$ cat config.mk
export PLATFORM = sky130hd
export DESIGN_NAME = dmem_arbiter
export DESIGN_NICKNAME = d
export VERILOG_FILES = /design/src/rtl/dmem_arbiter.sv
export SDC_FILE = /design/constraint.sdc
export NUM_CORES = 1
export LEC_CHECK = 0
export ABC_AREA = 1
export CORE_UTILIZATION = 46
export CTS_CLUSTER_DIAMETER = 150
export DETAILED_ROUTE_END_ITERATION = 12
export PLACE_DENSITY = 0.91
export SLEW_MARGIN = 10
export SYNTH_ARGS = -nofsm -noshare
export SYNTH_HDL_FRONTEND = slang
export SYNTH_SLANG_ARGS = --single-unit
$ cat constraint.sdc
create_clock -name clk -period 3.3 [get_ports clk]
set_input_delay 0.66 -clock clk [delete_from_list [all_inputs] [get_ports clk]]
set_output_delay 0.66 -clock clk [all_outputs]
set_load 0.02 [all_outputs]
$ cat src/rtl/dmem_arbiter.sv
// Round-robin two-port arbiter/sequencer for a single-port 2**IDX_BITS x 32 data memory.
// One access per grant: IDLE -> ACCESS (memory cycle) -> DONE (ack pulse); requests wait while busy.
module dmem_arbiter #(
  parameter int IDX_BITS = 8
) (
  input  logic        clk,
  input  logic        rst_n,
  input  logic        req0,
  input  logic        we0,
  input  logic [31:0] addr0,
  input  logic [31:0] wdata0,
  output logic        ack0,
  output logic [31:0] rdata0,
  output logic        err0,
  input  logic        req1,
  input  logic        we1,
  input  logic [31:0] addr1,
  input  logic [31:0] wdata1,
  output logic        ack1,
  output logic [31:0] rdata1,
  output logic        err1,
  output logic        mem_write,
  output logic        mem_read,
  output logic [31:0] mem_addr,
  output logic [31:0] mem_wdata,
  input  logic [31:0] mem_rdata,
  output logic        busy
);

  typedef enum logic [1:0] {IDLE, ACCESS, DONE} state_t;

  state_t      state, state_nxt;
  logic        last_grant;
  logic        gnt, gnt_nxt;
  logic        grant_en;
  logic        lat_we;
  logic [31:0] lat_addr;
  logic [31:0] lat_wdata;
  logic        bad;
  logic        in_access;

  assign in_access = (state == ACCESS);
  assign busy      = (state != IDLE);
  assign bad       = (lat_addr[1:0] != 2'b00) || (lat_addr[31:IDX_BITS+2] != '0);

  // Memory strobes derive from state alone, so an async reset kills them before the next edge.
  assign mem_addr  = in_access ? lat_addr  : 32'h0;
  assign mem_wdata = in_access ? lat_wdata : 32'h0;
  assign mem_read  = in_access && !lat_we;
  assign mem_write = in_access && lat_we && !bad;

  always_comb begin
    state_nxt = state;
    gnt_nxt   = gnt;
    grant_en  = 1'b0;
    unique case (state)
      IDLE: begin
        // On a tie, the port that did not win last time gets the grant.
        if (req0 && (!req1 || last_grant)) begin
          grant_en  = 1'b1;
          gnt_nxt   = 1'b0;
          state_nxt = ACCESS;
        end else if (req1) begin
          grant_en  = 1'b1;
          gnt_nxt   = 1'b1;
          state_nxt = ACCESS;
        end
      end
      ACCESS:  state_nxt = DONE;
      DONE:    state_nxt = IDLE;
      default: state_nxt = IDLE;
    endcase
  end

  always_ff @(posedge clk or negedge rst_n) begin
    if (!rst_n) begin
      state      <= IDLE;
      last_grant <= 1'b1;
      gnt        <= 1'b0;
      lat_we     <= 1'b0;
      lat_addr   <= 32'h0;
      lat_wdata  <= 32'h0;
      ack0       <= 1'b0;
      ack1       <= 1'b0;
      rdata0     <= 32'h0;
      rdata1     <= 32'h0;
      err0       <= 1'b0;
      err1       <= 1'b0;
    end else begin
      state <= state_nxt;
      ack0  <= in_access && !gnt;
      ack1  <= in_access && gnt;
      if (grant_en) begin
        gnt        <= gnt_nxt;
        last_grant <= gnt_nxt;
        lat_we     <= gnt_nxt ? we1    : we0;
        lat_addr   <= gnt_nxt ? addr1  : addr0;
        lat_wdata  <= gnt_nxt ? wdata1 : wdata0;
      end
      if (in_access) begin
        if (!gnt) begin
          rdata0 <= (lat_we || bad) ? 32'h0 : mem_rdata;
          err0   <= bad;
        end else begin
          rdata1 <= (lat_we || bad) ? 32'h0 : mem_rdata;
          err1   <= bad;
        end
      end
    end
  end

endmodule

* Word level (Yosys, flattened, before mapping)
Cells that the tools add are included.
** Word-level totals
- Flip-flop bits (word level) :: 137
- Output and inout bits :: 135
- Word-level logic and storage cells :: 49
** Cells by class
- Equality and inequality tests :: 2
- Muxes and demuxes :: 15
- Bitwise gates (word level) :: 1
- Reductions and logical operators :: 19
** Operator list (count)
- 32-bit two-way mux :: 5
- 22-bit nonzero test :: 1
- 1-bit two-way mux :: 7
- 1-bit logical AND :: 6
- 1-bit logical NOT :: 4
- 2-bit two-way mux :: 2
- 2-bit case mux with 2 select lines :: 1
- 2-bit AND reduction :: 2
- 2-bit nonzero test :: 2
- 1-bit logical OR :: 3
- 3-bit != test, second input constant :: 1
- 2-bit by 1-bit equality test with 1-bit output, second input constant :: 1
- 2-bit logical NOT :: 1
- 1-bit NOT :: 1

* Depth between registers and ports, before layout
- Depth in word-level cells :: 6
- Depth in mapped cells :: 9
- Depth with buffers taken out :: 7

* Worst setup path after synthesis
OpenSTA, ideal clock, no wires.
- Path kind :: flip-flop to output port
- Start point :: reg state[1]
- End point :: out mem_write
- Data arrival time :: 1.489 ns
- Path slack :: 1.151 ns
- Cell stages (with the launch flop) :: 5
- Path through :: dfrtp_1 nor2_2 inv_2 buf_2 nor4_1
** Between the ends
- Longest elaborated chain between the ends :: 3
** RTL lines
- from (decl) :: RTL line 32 : state_t state, state_nxt;
- from (signal assigned) :: RTL line 90 : state <= state_nxt;
- 2-bit by 1-bit equality test with 1-bit output :: RTL line 42 : assign in_access = (state == ACCESS);
- 1-bit logical AND (2 in a row) :: RTL line 50 : assign mem_write = in_access && lat_we && !bad;
- to (decl) :: RTL line 22 : output logic mem_write,
No other way between the ends.

* Worst setup path in the final report
- Start point :: reg state[0]
- End point :: out mem_write
Same word-level chain as after synthesis.

==> impl.org <==
** Worst setup path
- Data on the critical path arrives at its endpoint at 2.39 ns.
- The worst setup path is launched from a register.
- The setup path with the least slack is of type register to primary output.
- Reg2Reg Depth :: 8
- For flop-to-flop paths, the worst setup slack is 1.14 ns.
- The slowest stage of the critical path belongs to the cell sky130_fd_sc_hd__clkdlybuf4s50_1.
- Largest stage delay, worst path :: 0.69 ns
- Highest net fanout along the worst path :: 34
- Kind of cell with the highest combined delay on the critical path :: buffers and inverters
- Traced cell by cell, the critical path runs through inv_1, nor2_2, inv_2, nor4_1, clkdlybuf4s50_1.
- Together, buffers and inverters on the worst path number 3.
- Endpoint kind of the worst setup timing path :: primary output
- Depth of the critical timing path with buffers and inverters included :: 5
- For the worst setup path, the data required time is 2.64 ns.

** Drt
- WL/cell :: 15.1 um
- The pre-antenna-repair detailed-routing pass consisted of 6 iterations.
- The final layout contains routed wiring with a total length of 21.5 mm.
- Remaining design rule violation count :: 0
- Via total after detailed routing :: 7175
- Routed vias/inst :: 5.04
- Final ANT Viol Nets :: 0
- First DRT Iteration DRCs :: 535

** GRT
- The initial antenna violation count is 0.
- The number of global-route vias before repair is 6968.
- Global route total overflow :: 0
- Across every metal layer, demand over resource in global routing totals 28.4%.
- Busiest grt layer :: met2
- For this run, global-route usage on met3 was measured as 7.22%.
- In the global route stage, met1 resource usage came out at 34.2%.
- The first global-routing pass estimated 34.9 mm of wire.
- In the global route stage, met2 resource usage came out at 46.7%.
- Entering global routing, the biggest net connects 106 pins.

** Logic synthesis
- The synthesized netlist devotes 32.7% of its cell area to simple gates.
- In this run the cell area of the synthesized design comes to 6880 um^2.
- Count of flip-flops with a built-in enable after synthesis :: 0
- The synthesized design contains 137 register bits.
- In the synthesized netlist the async set-or-reset flop fraction comes to 100%.
- In this run, distinct cell masters in the synthesized netlist total 20.
- The biggest area contributor in the post-synthesis netlist is sky130_fd_sc_hd__dfrtp_1.
- Of the total synthesized cell area, the portion taken by full adders, half adders and majority gates is 0%.
- By area, the combinational part of the netlist is dominated by simple AND/OR/NAND/NOR gates.
- Fraction of synthesized cell area in xor and xnor cells :: 0%
- Synthesis produced a netlist whose cell count is 957.
- Sequential cell area fraction in the yosys report :: 49.8%
- When the netlist entered floorplanning its net count stood at 1123.
- The average instance in the mapped netlist occupies 7.19 um^2.
- Most common cell in the netlist :: sky130_fd_sc_hd__nand2_1
- Yosys printed 0 warnings.
- Summing the areas of all compound-gate instances in the mapped netlist gives 5.18% of the synthesized area.
- Most common flop cell mapped by yosys :: sky130_fd_sc_hd__dfrtp_1
- Share of Yosys cell area claimed by the top area cell type :: 49.4%
- Yosys attributes the largest share of cell area to sky130_fd_sc_hd__dfrtp_1 (49%), sky130_fd_sc_hd__nand2_1 (18%), sky130_fd_sc_hd__nor2_1 (7.9%).
- In the synthesized netlist, mux cells make up 0% of the area.
- Commonest cells post-synth :: sky130_fd_sc_hd__nand2_1 (332), sky130_fd_sc_hd__nor2_1 (144), sky130_fd_sc_hd__inv_1 (137), sky130_fd_sc_hd__dfrtp_1 (136), sky130_fd_sc_hd__nand4_1 (65)

** CTS
- Number of setup buffers added after CTS :: 0
- Hold-fix buffers at CTS :: 0
- After clock tree synthesis, the clock-pin slew on the worst setup and hold paths is 0.06 ns.
- CTS saw 137 sinks.
- Post-CTS repair changed the size of 0 cells.
- Longest Clk Path Bufs :: 2
- Maximum level of the CTS H-tree :: 4
- Buffers inserted during clock tree synthesis total 17.
- Cell at the root of the clock tree :: sky130_fd_sc_hd__clkbuf_16
- Clock latency on the worst-skew pair :: 0.41 ns
- TritonCTS built the clock tree.

** Timing
- Worst Clk Skew :: 0.00885 ns
- Setup violations remaining at the end of the flow were counted as 0.
- In the finished design, the share of the clock period the worst path needs comes to 92.4%.
- Once routing completed, OpenROAD measured the worst setup slack at 0.252 ns.
- Crit path time final :: 3.05 ns
- Static timing analysis puts the maximum clock frequency at 0.328 GHz.
- The total count of max-transition violations in the final report is 0.
- At the pin with the least slew margin, the transition time is 0.698 ns.
- Max-slew headroom :: 53.5%
- The number of endpoints with negative hold slack in the final report came to 0.
- Setup repair after global routing missed its margin :: no
- Summed over all failing endpoints, the final setup total negative slack is 0 ns.

** Cells and area
- Share of cells above drive strength 1 :: 4.52%
- Compared with the post-synthesis result, the final layout area differs by 53.7%.
- At the end of the flow, the number of nets in the layout was 1393.
- Number of inserted filler cells in the final layout :: 1014
- Antenna cells :: 0

** Worst hold path
- The tightest min-delay check is of the input pin to async pin type.

** Power
- Total power of the final layout :: 8.43 mW
- Maximum VDD drop :: 0.681 mV
- Leakage component of the power :: 5.32 nW
- Power spread over the standard cell area amounts to 797 nW/um^2.

** Placement
- OpenSTA, run right after detailed placement, puts the worst setup slack at 0.683 ns.
- Final weighted congestion in routability-driven placement :: 0.858
- During placement, the flow inserted port buffers numbering 300.
- Summed over all nets, the half-perimeter wirelength after detailed placement is 14.7 mm.

** Run status
- Status :: completed

** Die
- Measured along the x axis, the die boundary spans 124 um.
- Pin placement for this block handled 301 I/O pins.
- Once the floorplan was initialized, standard cells occupied 47.2% of the core.
- The floorplan step defined a die boundary enclosing 15500 um^2.
- Height of the die :: 124 um
- After floorplanning, the core was sized to cover 14600 um^2.
- Row generation in the floorplan step produced 44 rows.

** Flow run
- Across the run, the number of max-cap violations was 0.
-- area by class of cell --
type	count	area [um^2]	share of cell area (%)
Clock inverter	11	171	1.62
Clock buffer	21	450	4.26
Tap cell	184	230	2.18
Inverter	141	529	5.00
Sequential cell	137	3430	32.4
Multi-Input combinational cell	618	2630	24.8
Timing Repair Buffer	312	3140	29.7
-- through the flow --
step | cells | utilization [%] | cell area, um^2 | hold WS [ns]
after global routing | 1424 | 72.5 | 10600 | 0.243
after CTS | 1424 | 72.5 | 10600 | 0.221
final | 1424 | 72.5 | 10600 | 0.217
after floorplan | 957 | - | 6880 | 0.364
after detailed placement | 1392 | 68.3 | 9960 | 0.464
after global placement | 1392 | 68.3 | 9960 | 0.461
-- final timing paths --
check,end,startpoint
setup reg to reg,rdata0[14],state[0]
min in group clk,rdata1[21],rdata1[21]
max in group asynchronous,last_grant,rst_n
hold / removal,rdata0[23],rst_n
setup / recovery,mem_write,state[0]
hold reg to reg,rdata1[21],rdata1[21]
-- metal layers --
metal  up-vias  part of all wire [%]  routed length, um
li1       3445                     -                  -
met4         0                   4.0                852
met2       366                    49              10500
met1      3305                    39               8320
met3        59                   8.3               1790
met5         -                     0                  0
-- cells in the final DEF, fill, tap and decap left out, drive strengths merged, types with 4 or more instances in the layout --
master / Yosys / routed
inv: 141 / 142
dfrtp: 136 / 136
clkinv: 0 / 4
clkdlybuf4s50: 0 / 299
buf: 43 / 13
bufinv: 0 / 4
o21ai: 69 / 69
nor2: 149 / 149
nand2: 333 / 333
nand4: 65 / 65
clkbuf: 18 / 21
-- power by group --
group	internal, mW	total (mW)	switching [mW]
Sequential	2.17	2.49	0.317
Combinational	1.46	3.94	2.48
Clock	1.29	2.00	0.717
Total	4.92	8.43	3.51
-- sequential cells by signal, summed over array words and instances, names as in the netlist --
register,flops
ack0,1
ack1,1
err0,1
err1,1
gnt,1
last_grant,1
lat_addr,32
lat_wdata,32
lat_we,1
rdata0,32
rdata1,32
state,2
-- kinds of logic (layout without fill, tap and decap cells) --
family / Yosys count / in the layout
flip-flops: 137 / 137
AND/OR/NAND/NOR: 548 / 548
buffers and inverters: 202 / 485
AO/OA/AOI/OAI: 70 / 70
Power figures use the tool's default switching activity.
